<file path="src/rtl/debounce_multi.sv">
// Multi-channel symmetric push-button debouncer.
// Every channel is synchronised, filtered on both edges, and pulsed on each level change.
//
// Parameters:
//   CHANNELS       number of independent button inputs (>=1)
//   STABLE_SAMPLES consecutive identical samples needed to change a level (>=1)
//   PRESCALE       clk cycles per sample tick (>=1, 1 = sample every clk)
//   RESET_LEVEL    level assumed for every channel during and after reset
// Ports:
//   clk         system clock
//   reset       synchronous, active-high reset
//   button      raw asynchronous button inputs, one bit per channel
//   level       debounced level per channel
//   rise        one-clk pulse when a level goes 0->1
//   fall        one-clk pulse when a level goes 1->0
//   sample_tick one-clk strobe marking each sample instant
module debounce_multi #(
    parameter int CHANNELS       = 3,
    parameter int STABLE_SAMPLES = 8,
    parameter int PRESCALE       = 1,
    parameter bit RESET_LEVEL    = 1'b0
) (
    input  logic                clk,
    input  logic                reset,
    input  logic [CHANNELS-1:0] button,
    output logic [CHANNELS-1:0] level,
    output logic [CHANNELS-1:0] rise,
    output logic [CHANNELS-1:0] fall,
    output logic                sample_tick
);

    localparam int PW = (PRESCALE > 1) ? $clog2(PRESCALE) : 1;
    localparam int CW = (STABLE_SAMPLES > 1) ? $clog2(STABLE_SAMPLES) : 1;

    localparam logic [PW-1:0] PLAST = PW'(PRESCALE - 1);
    localparam logic [CW-1:0] CLAST = CW'(STABLE_SAMPLES - 1);

    // Two-flop synchroniser, clocked every cycle regardless of the tick.
    // Seeded with RESET_LEVEL so a button held at that level never looks
    // like a change once reset is released.
    logic [CHANNELS-1:0] sync_q1;
    logic [CHANNELS-1:0] sync_q2;

    always_ff @(posedge clk) begin
        if (reset) begin
            sync_q1 <= {CHANNELS{RESET_LEVEL}};
            sync_q2 <= {CHANNELS{RESET_LEVEL}};
        end else begin
            sync_q1 <= button;
            sync_q2 <= sync_q1;
        end
    end

    // Prescaler. The tick is registered, so it is high on the cycle after
    // the count reaches its last value; with PRESCALE=1 the count is stuck
    // at 0 and the tick stays high from the first edge after reset.
    logic [PW-1:0] pcnt;
    logic          pwrap;

    assign pwrap = (pcnt == PLAST);

    always_ff @(posedge clk) begin
        if (reset) begin
            pcnt        <= '0;
            sample_tick <= 1'b0;
        end else begin
            sample_tick <= pwrap;
            pcnt        <= pwrap ? '0 : pcnt + PW'(1);
        end
    end

    // Per-channel stability filter. The counter tracks how many consecutive
    // samples have disagreed with the current level; any agreeing sample
    // clears it, so only an unbroken run of STABLE_SAMPLES flips the level.
    for (genvar g = 0; g < CHANNELS; g++) begin : g_ch
        logic [CW-1:0] cnt_q;
        logic [CW-1:0] cnt_d;
        logic          lvl_q;
        logic          lvl_d;
        logic          rise_q;
        logic          rise_d;
        logic          fall_q;
        logic          fall_d;
        logic          smp;
        logic          differ;
        logic          expired;

        assign smp     = sync_q2[g];
        assign differ  = smp ^ lvl_q;
        assign expired = (cnt_q == CLAST);

        always_comb begin
            cnt_d  = cnt_q;
            lvl_d  = lvl_q;
            rise_d = 1'b0;
            fall_d = 1'b0;
            if (sample_tick) begin
                if (!differ) begin
                    cnt_d = '0;
                end else if (expired) begin
                    cnt_d  = '0;
                    lvl_d  = smp;
                    rise_d = smp;
                    fall_d = ~smp;
                end else begin
                    cnt_d = cnt_q + CW'(1);
                end
            end
        end

        always_ff @(posedge clk) begin
            if (reset) begin
                cnt_q  <= '0;
                lvl_q  <= RESET_LEVEL;
                rise_q <= 1'b0;
                fall_q <= 1'b0;
            end else begin
                cnt_q  <= cnt_d;
                lvl_q  <= lvl_d;
                rise_q <= rise_d;
                fall_q <= fall_d;
            end
        end

        assign level[g] = lvl_q;
        assign rise[g]  = rise_q;
        assign fall[g]  = fall_q;
    end

endmodule

</file>
<file path="config.mk">
export PLATFORM = sky130hd
export DESIGN_NAME = debounce_multi
export DESIGN_NICKNAME = d
export VERILOG_FILES = /design/src/rtl/debounce_multi.sv
export SDC_FILE = /design/constraint.sdc
export NUM_CORES = 1
export LEC_CHECK = 0
export CAP_MARGIN = 30
export CORE_UTILIZATION = 47
export DETAILED_ROUTE_END_ITERATION = 7
export HOLD_SLACK_MARGIN = 0.15
export PLACE_DENSITY = 0.71
export SETUP_SLACK_MARGIN = 0.5
export SKIP_LAST_GASP = 1
export SYNTH_ARGS = -nofsm -noshare
export SYNTH_HDL_FRONTEND = slang
export SYNTH_SLANG_ARGS = --single-unit
</file>
<file path="constraint.sdc">
create_clock -name clk -period 1.7 [get_ports clk]
set_clock_uncertainty 0.2 [all_clocks]
set_input_delay 0.34 -clock clk [delete_from_list [all_inputs] [get_ports clk]]
set_output_delay 0.34 -clock clk [all_outputs]
set_load 0.01 [all_outputs]
</file>
==> results of run 1 <==
==> logic make-up after synthesis <==
family,count (synthesis),share of synthesized area
AOI/OAI and AO/OA,15,0.126
xor gates and xnor gates,3,0.0234
adders and majority gates,6,0.0669
buffers and inverters,19,0.117
DFF,26,0.464
other,1,0.00334
and+or+nand+nor,33,0.200
==> per-layer routing <==
layer / part of all wire / track usage / up-vias
met2: 0.54 / 0.291 / 11
met1: 0.41 / 0.212 / 379
met3: 0.018 / 0.0357 / 7
li1: - / - / 395
met5: 0 / 0 / -
met4: 0.032 / 0.0833 / 0
==> worst max path at each step <==
stage / startpoint / to / slack [ns] / cells after the start
after floorplan: g_ch[0].cnt_q[1] / g_ch[0].cnt_q[0] / 0.19 / 4
after global placement: reset / g_ch[1].cnt_q[1] / -0.08 / 4
after detailed placement: reset / g_ch[1].cnt_q[1] / -0.13 / 4
after CTS: g_ch[0].cnt_q[0] / g_ch[0].cnt_q[0] / 0.16 / 4
after global routing: g_ch[1].cnt_q[0] / g_ch[1].cnt_q[0] / 0.11 / 4
final: g_ch[1].cnt_q[0] / g_ch[1].cnt_q[0] / 0.14 / 4
==> area by class of cell <==
type                            count  share of cell area
Multi-Input combinational cell     58               0.410
Sequential cell                    26               0.339
Timing Repair Buffer               33               0.187
Tap cell                           28              0.0220
Clock inverter                      1              0.0189
Clock buffer                        3              0.0142
Inverter                            4             0.00945
==> power groups by stage <==
stage | clock, mW | combinational, mW | sequential (mW)
2_1_floorplan | 0 | 0.0412 | 0.639
3_3_place_gp | 0 | 0.0591 | 0.640
3_5_place_dp | 0 | 0.0608 | 0.641
4_1_cts | 0.432 | 0.0662 | 0.626
5_1_grt | 0.455 | 0.0943 | 0.629
6_report | 0.429 | 0.0882 | 0.627
==> stage by stage <==
step	util	hold WS [ns]	TNS [ns]	worst slack [ns]
after floorplan	-	0.161	0	0.191
after global placement	0.580	0.167	-0.466	-0.0756
after detailed placement	0.580	0.170	-0.921	-0.129
after CTS	0.643	0.190	0	0.156
after global routing	0.711	0.204	0	0.107
final	0.711	0.185	0	0.135
==> what timing repair did <==
item,in CTS,in global routing
hold buffers,0,1
buffers inserted,7,6
gates cloned,0,1
resized for setup,57,20
hold endpoints to repair,0,1
pin swaps,11,6
endpoints found under the setup margin,28,28
==> critical path, delay by kind of cell (launching register included) <==
family | cells | cell delay (ns)
AO/OA/AOI/OAI | 1 | 0.11
adder cells (fa/ha/maj) | 2 | 0.32
AND/OR/NAND/NOR | 1 | 0.49
flip-flops | 1 | 0.37
==> Yosys cell counts (4+ instances only) <==
| library cell | instances |
|---|---|
| buf_4 | 9 |
| dfxtp_1 | 26 |
| ha_1 | 6 |
| inv_1 | 4 |
| nand2_1 | 5 |
| nand3b_1 | 4 |
| nor2b_1 | 6 |
| nor3b_1 | 6 |
| o31ai_1 | 4 |
| or3b_1 | 5 |
==> registers in the layout, indices dropped and copies added (netlist names) <==
| register | count |
|---|---|
| pcnt | 1 |
| sample_tick | 1 |
| sync_q1 | 3 |
| g_ch.cnt_q | 9 |
| g_ch.lvl_q | 3 |
| sync_q2 | 3 |
| g_ch.fall_q | 3 |
| g_ch.rise_q | 3 |
==> out/summary.txt, run 1 <==
Final Hold Fails - 0
synthesized area - 1120 um^2
Yosys Warn Count - 0
Seq/Total Area, Yosys - 0.464
Max Cap Viol - 0
EDFF count, synth - 0
hold depth - 1
Critical Path End Type - flip-flop
Placer Congestion - 0.655
Net Sw Power - 0.237 mW
initial antenna violation count - 0
H-Tree Depth - 1
synthesized flop and latch total - 26
hold worst-path end - sample_tick
most common cell after layout, fill and taps aside - dfxtp_1
area share of the largest cell type after synthesis - 0.464
layout cell share with drive strength beyond 1 - 0.560
CTS tree - built
PortBufs - 14
Async S/R FF share, synth - 0
Pwr Density - 720 nW/um^2
worst reg2reg startpoint - g_ch[1].cnt_q[0]
Critical Path AT - 1.62 ns
critical path type - flip-flop to flip-flop
cell depth of the worst flop-to-flop path - 4
final wirelength - 2300 um
worst-path maximum fanout - 3
Crit path top cell by count - ha_4
min Tclk post-route - 1.56 ns
sw frac - 0.208
final setup vio count - 0
VDD IR max - 696 uV
cell taking the most area after synthesis - dfxtp_1
Synth area leaders - dfxtp_1, ha_1, buf_4
clock root buffer master - clkbuf_4
syn nets - 114
Routed WL per cell - 15.0 um
Final Max Tran Viols - 0
gr usage total - 0.174
Area Overhead vs Synth - 41.6%
Startpoint Class - flip-flop
outcome - finished, final reports clean
fmax - 0.639 GHz
fin cells - 153
most frequent cells in the layout - dfxtp_1, buf_4, dfxtp_2
Clock transition at path regs - 0.15 ns
post-route clock period utilization - 0.920
r2r setup slk - 0.14 ns
Via density - 5.18
initial core utilization - 0.503
Clock Sinks - 26
Hold Path Class - flip-flop to flip-flop
hold_sp - pcnt
storage element area - 538 um^2
CP cell instances - ha_4, ha_4, or4b_4, o32ai_2
largest net degree at the start of global routing - 28
Clk pwr share - 0.375
1st-iter DRT viols - 10
area taken by multi-input logic gates - 652 um^2
grt total ovfl - 0
synth unique cells - 23
total power - 1.14 mW
cells after synthesis - 103
syn avg cell area - 10.9 um^2
deepest clock path buffer count - 2
CTS Buf Count - 3
slowest cell delay on critical path - 0.49 ns
fill count - 164
final non-filler cell area - 1590 um^2
ant diodes - 0
DR DRC count - 0
I/O Pins - 15
# rows - 17
post-route ant nets - 0
RSZ-0062 raised after global routing - yes
power share of the combinational group - 0.077
RR Endpoint - g_ch[1].cnt_q[0]
DIE AREA - 2590 um^2
placed cell count - 134
die width - 50.9 um
Core Area - 2230 um^2
Internal - 0.906 mW
WP data required - 1.76 ns
nets@finish - 137
CP max stage cell - or4b_4
DRT Pass-1 Iters - 4
top_reg_cell synth - dfxtp_1
first-pass GRT wire length - 3280 um
LEAKAGE - 0.581 nW
number of global-route vias before repair - 751
vias - 792
DPL Wire Length - 1160 um
Seq pwr share - 0.548
Die Y - 50.9 um
post-placement cell area - 1290 um^2
worst skew pair latency - 0.34 ns
No activity file was read; power rests on OpenSTA's default activity.
==> run 2, diff against run 1 <==
Settings changed: CAP_MARGIN 30 to 10, GPL_ROUTABILITY_DRIVEN set to 0.
==> results of run 2 <==
The final DEF is identical to that of run 1; final timing and power are the same.
